## config.mk

```make
export PLATFORM = sky130hd
export DESIGN_NAME = uart_pixel_rx
export DESIGN_NICKNAME = d
export VERILOG_FILES = /design/src/rtl/uart_pixel_rx.sv
export SDC_FILE = /design/constraint.sdc
export NUM_CORES = 1
export LEC_CHECK = 0
export CORE_MARGIN = 2
export CORE_UTILIZATION = 55
export CTS_CLUSTER_SIZE = 8
export DETAILED_ROUTE_END_ITERATION = 10
export PLACE_DENSITY = 0.88
export SETUP_SLACK_MARGIN = 0.2
export SLEW_MARGIN = 25
export SYNTH_ARGS = -nofsm -noshare
export SYNTH_HDL_FRONTEND = slang
export SYNTH_SLANG_ARGS = --single-unit
export TNS_END_PERCENT = 1
```

## constraint.sdc

```tcl
create_clock -name clk -period 3.9 [get_ports clk]
set_input_delay 0.78 -clock clk [delete_from_list [all_inputs] [get_ports clk]]
set_output_delay 0.78 -clock clk [all_outputs]
set_load 0.05 [all_outputs]
```

## src/rtl/uart_pixel_rx.sv

```systemverilog
// UART receiver that turns each good byte from the Nano into a frame-buffer pixel write.
// Addresses advance sequentially, wrap every IMAGE_SIZE pixels, and reset after a long mid-frame idle.
module uart_pixel_rx #(
   parameter int CLKS_PER_BIT      = 434,
   parameter int BITS_N            = 8,
   parameter int PARITY_TYPE       = 0,
   parameter int IMAGE_SIZE        = 76800,
   parameter int IDLE_TIMEOUT_BITS = 16
) (
   input  logic                          clk,
   input  logic                          rst,
   input  logic                          rx,
   output logic [BITS_N-1:0]             pixel_data,
   output logic [$clog2(IMAGE_SIZE)-1:0] pixel_addr,
   output logic                          pixel_valid,
   output logic                          frame_done,
   output logic                          frame_abort,
   output logic                          parity_error,
   output logic                          framing_error,
   output logic                          busy
);

   localparam int CW = $clog2(CLKS_PER_BIT);
   localparam int BW = $clog2(BITS_N + 1);
   localparam int AW = $clog2(IMAGE_SIZE);
   localparam int TO = IDLE_TIMEOUT_BITS * CLKS_PER_BIT;
   localparam int TW = $clog2(TO + 1);

   localparam logic [CW-1:0] FULL_M1   = CW'(CLKS_PER_BIT - 1);
   localparam logic [CW-1:0] HALF_M1   = CW'(CLKS_PER_BIT / 2 - 1);
   localparam logic [BW-1:0] LAST_BIT  = BW'(BITS_N - 1);
   localparam logic [AW-1:0] LAST_ADDR = AW'(IMAGE_SIZE - 1);
   localparam logic [TW-1:0] TO_M1     = TW'(TO - 1);

   typedef enum logic [2:0] {IDLE, START, DATA, PARITY, STOP, WAIT_HIGH} state_t;

   state_t            state, state_next;
   logic              rx_meta, rs;
   logic [CW-1:0]     cnt;
   logic [BW-1:0]     bitcnt;
   logic [BITS_N-1:0] shreg;
   logic              par_bad;
   logic [TW-1:0]     idle_cnt;
   logic              tick_half, tick_full, stop_sample, good_byte, timeout;

   // Two-flop synchroniser; the line idles high so both flops reset to 1.
   always_ff @(posedge clk) begin
      if (rst) begin
         rx_meta <= 1'b1;
         rs      <= 1'b1;
      end else begin
         rx_meta <= rx;
         rs      <= rx_meta;
      end
   end

   always_ff @(posedge clk) begin
      if (rst) state <= IDLE;
      else     state <= state_next;
   end

   // Next-state logic; every sample point is the last cycle of a bit-period count.
   always_comb begin
      state_next  = state;
      stop_sample = 1'b0;
      tick_half   = (cnt == HALF_M1);
      tick_full   = (cnt == FULL_M1);
      case (state)
         IDLE:      if (!rs) state_next = START;
         START:     if (tick_half) state_next = rs ? IDLE : DATA;
         DATA:      if (tick_full && (bitcnt == LAST_BIT))
                       state_next = (PARITY_TYPE != 0) ? PARITY : STOP;
         PARITY:    if (tick_full) state_next = STOP;
         STOP:      if (tick_full) begin
                       stop_sample = 1'b1;
                       state_next  = rs ? IDLE : WAIT_HIGH;
                    end
         WAIT_HIGH: if (rs) state_next = IDLE;
         default:   state_next = IDLE;
      endcase
   end

   assign good_byte = stop_sample && rs && !par_bad;
   assign timeout   = (state == IDLE) && rs && (pixel_addr != '0) && (idle_cnt == TO_M1);
   assign busy      = (state != IDLE);

   // Bit timing, LSB-first shift register and parity tracking.
   always_ff @(posedge clk) begin
      if (rst) begin
         cnt     <= '0;
         bitcnt  <= '0;
         shreg   <= '0;
         par_bad <= 1'b0;
      end else begin
         if (state == IDLE || state == WAIT_HIGH || state_next != state || tick_full)
            cnt <= '0;
         else
            cnt <= cnt + CW'(1);
         if (state == IDLE) begin
            bitcnt  <= '0;
            par_bad <= 1'b0;
         end
         if (state == DATA && tick_full) begin
            shreg  <= BITS_N'({rs, shreg} >> 1);
            bitcnt <= bitcnt + BW'(1);
         end
         if (state == PARITY && tick_full)
            par_bad <= (PARITY_TYPE == 1) ? ~(^{shreg, rs}) : (^{shreg, rs});
      end
   end

   // Output strobes and the frame-buffer address; a timeout overrides the normal increment.
   always_ff @(posedge clk) begin
      if (rst) begin
         pixel_data    <= '0;
         pixel_addr    <= '0;
         pixel_valid   <= 1'b0;
         frame_done    <= 1'b0;
         frame_abort   <= 1'b0;
         parity_error  <= 1'b0;
         framing_error <= 1'b0;
      end else begin
         pixel_valid   <= good_byte;
         frame_done    <= good_byte && (pixel_addr == LAST_ADDR);
         parity_error  <= stop_sample && rs && par_bad;
         framing_error <= stop_sample && !rs;
         frame_abort   <= timeout;
         if (good_byte) pixel_data <= shreg;
         if (timeout)
            pixel_addr <= '0;
         else if (pixel_valid)
            pixel_addr <= (pixel_addr == LAST_ADDR) ? '0 : pixel_addr + AW'(1);
      end
   end

   // Idle counter only runs between bytes of a partially received frame.
   always_ff @(posedge clk) begin
      if (rst || state != IDLE || !rs || pixel_addr == '0 || timeout)
         idle_cnt <= '0;
      else
         idle_cnt <= idle_cnt + TW'(1);
   end

endmodule

```

==> flow_summary.yaml <==
routing:
  dr_total_vias: 2854
  dr.pass1.iters: 5
  drc_errors: 0
  drt_iter0_markers: 199
  wl_per_cell_microns: 15.4
  ant_nets: 0
  vias_per_cell: 6.03
  wl_microns: 7280
synth:
  synthArstFlopShare_pct: 0
  synth_top_area_share_pct: 41.7
  synth-edff-count: 0
  yosysTopAreaCell: "dfxtp_1"
  synthFlopType: "dfxtp_1"
  synth.area.top_cells: "dfxtp_1, mux2i_1, nor2_1"
  syn_area_sq_um: 3360
  synth_seq_cells: 70
  synthCells: 364
  synth_cell_types: 55
  syn-mean-instance-area_sq_um: 9.23
  syn-num-nets: 374
  yosysWarnings: 0
  seq_area_frac_synth_pct: 41.7
timing:
  max_freq_mhz: 346
  finalCritPeriodShare_pct: 74.1
  setup_slack_ns: 1.01
  skew_ns: 0.0103
  hold_viol_final: 0
  finalSetupViolCount: 0
  finalCriticalPeriod_ns: 2.89
  rsz0062_at_grt: "false"
  whs_ns: 0.431
  tns_ns: 0
  worstMarginPinSlew_ns: 0.982
  drv_slew: 0
  relSlewSlack_pct: 34.3
clock_network:
  cts_root_buffer: "clkbuf_8"
  clkTransAtPathRegs_ns: 0.08
  insertion_delay_ns: 0.35
  cts-hold-fix-buffers: 0
  cts_resized: 0
  htreeDepth: 3
  clockBufferDepth: 2
  cts_tree: "built"
  clkSinkCount: 70
  cts_setup_buffers: 0
  numCtsBuffers: 9
grt:
  grt_first_pass_wirelength_microns: 12200
  grt_overflow: 0
  grt_pass1_vias: 2682
  track_usage_pct: 23.5
  grt_max_degree: 28
  antenna_found_initial: 0
setup_path:
  reg2regPathDepth: 6
  worstPathArrival_ns: 2.11
  crit_required_ns: 3.12
  slowest_delay_ns: 0.84
  path_cells: "nor3_1 > inv_1 > clkdlybuf4s50_1"
  worstReg2RegEnd: "pixel_addr[11]"
  worstSetupPathType: "reg2out"
  r2r-start: "pixel_addr[0]"
  cpMaxStageDelayCell: "clkdlybuf4s50_1"
  r2r_slack_ns: 1.59
  endpoint_kind: "output pin"
  crit_path_start_kind: "register"
  path_max_fanout: 13
power:
  total_power_mw: 1.54
  power_density_nw_per_um2: 387
  power_leakage_nw: 1.41
  vdd_ir_drop_max_uv: 244
run_status:
  status: "completed"
place:
  portBuffers: 33
  place_hpwl_microns: 4800
  gp_congestion: 0.876
  place_ws_ns: 1.41
  dpl_cell_area_sq_um: 3700
final_layout:
  antenna_cells: 0
  register_area_sq_um: 1400
  stdcell_area_sq_um: 3970
  drive_above_1_share_pct: 8.29
  multi_input_area_sq_um: 1800
  syn_to_final_growth_pct: 18.2
  nNetsFinal: 403
  fillerInstances: 414
worst_hold_path:
  hold_end: "rs"
  hold_class: "reg2reg"
  hold_depth: 1
  min-delay-start: "rx_meta"
floorplanning:
  ios: 34
  rows: 28
  coreArea_sq_um: 5920
  fp.dieH_microns: 82.1
  start_util_pct: 56.7
  dieArea_sq_um: 6750
  chipWidth_microns: 82.1
run:
  maxCapViolations: 0
==> worst max-delay path: cells and delay by family, from the launching register on <==
family	cells	cell delay, ns
buffers and inverters	2	1.05
DFF	1	0.58
and+or+nand+nor	1	0.12
==> flip-flops by register name, indices dropped and copies added (netlist names), 3 cells and up <==
signal / cells
bitcnt: 4
pixel_data: 8
shreg: 8
idle_cnt: 13
pixel_addr: 17
state: 3
cnt: 9
==> area by class of cell <==
cell class | instances | area share, %
multi-input combinational | 262 | 45.4
sequential | 70 | 35.3
timing repair buffer | 35 | 8.70
clock buffer | 11 | 3.56
clock inverter | 5 | 3.25
tap | 75 | 2.36
inverter | 15 | 1.42
==> power by group <==
part | switching (mW) | internal (mW) | total (mW)
Combinational | 0.0207 | 0.0103 | 0.0310
Clock | 0.278 | 0.510 | 0.788
Sequential | 0.00344 | 0.716 | 0.719
Total | 0.302 | 1.24 | 1.54
==> cell usage after synthesis (2+ instances only) <==
master / instances
dfxtp_1: 70
nor2_1: 40
nand2_1: 20
nand3_1: 19
mux2i_1: 17
xor2_1: 16
inv_1: 15
xnor2_1: 15
a211oi_1: 12
a21oi_1: 12
nand4_1: 12
nor3_1: 11
buf_2: 9
and3_1: 7
ha_1: 7
nor4_1: 6
a31oi_1: 5
and4_1: 5
clkbuf_1: 5
or4_1: 5
o21ai_0: 4
buf_6: 3
nor2b_1: 3
nor3b_1: 3
o211ai_1: 3
o31ai_1: 3
or3_1: 3
and2_1: 2
and4b_1: 2
nand2b_1: 2
nand3_2: 2
nand4_2: 2
or2_2: 2
==> metrics by stage <==
stage               util [%]  cells
finish                  67.1    473
global route            67.1    473
CTS                     67.1    473
detailed placement      62.5    457
global placement        62.5    457
floorplan                  -    364
==> placed cells by master, fill, tap and decap left out, types with 4 or more instances in the layout <==
cell type        count
nor4_1               6
o21ai_0              4
a21oi_1             12
mux2i_1             17
or4_1                5
nand3_1             19
nand4_1             12
clkdlybuf4s50_1     33
clkbuf_8            10
bufinv_16            4
ha_1                 7
xor2_1              16
and3_1               7
xnor2_1             15
nand2_1             20
a31oi_1              5
nor2_1              40
a211oi_1            12
dfxtp_1             70
and4_1               5
inv_1               15
nor3_1              11
==> how the worst max path moves through the flow <==
stage             startpoint              to  slack (ns)
3_3_place_gp        state[2]            busy        1.47
5_1_grt             state[2]            busy        0.93
3_5_place_dp        state[2]            busy        1.41
6_report            state[2]            busy        1.01
2_1_floorplan  pixel_addr[1]  pixel_addr[16]        1.70
4_1_cts             state[2]            busy        1.03
==> routing by layer <==
metal  part of all wire [%]  routed length [microns]  GRT usage, %
met4                    2.2                      158          11.3
met1                     44                     3170          28.6
met5                      0                        0             0
met3                    4.5                      325          5.00
met2                     50                     3630          39.3
==> kinds of logic after synthesis <==
group / after synthesis / share of synthesized area [%]
xor gates and xnor gates: 32 / 8.76
and+or+nand+nor: 158 / 26.9
muxes: 17 / 5.07
DFF: 70 / 41.7
buffers and inverters: 32 / 4.58
AOI/OAI and AO/OA: 48 / 10.3
adders and majority gates: 7 / 2.61
(Power assumes the default switching activity.)
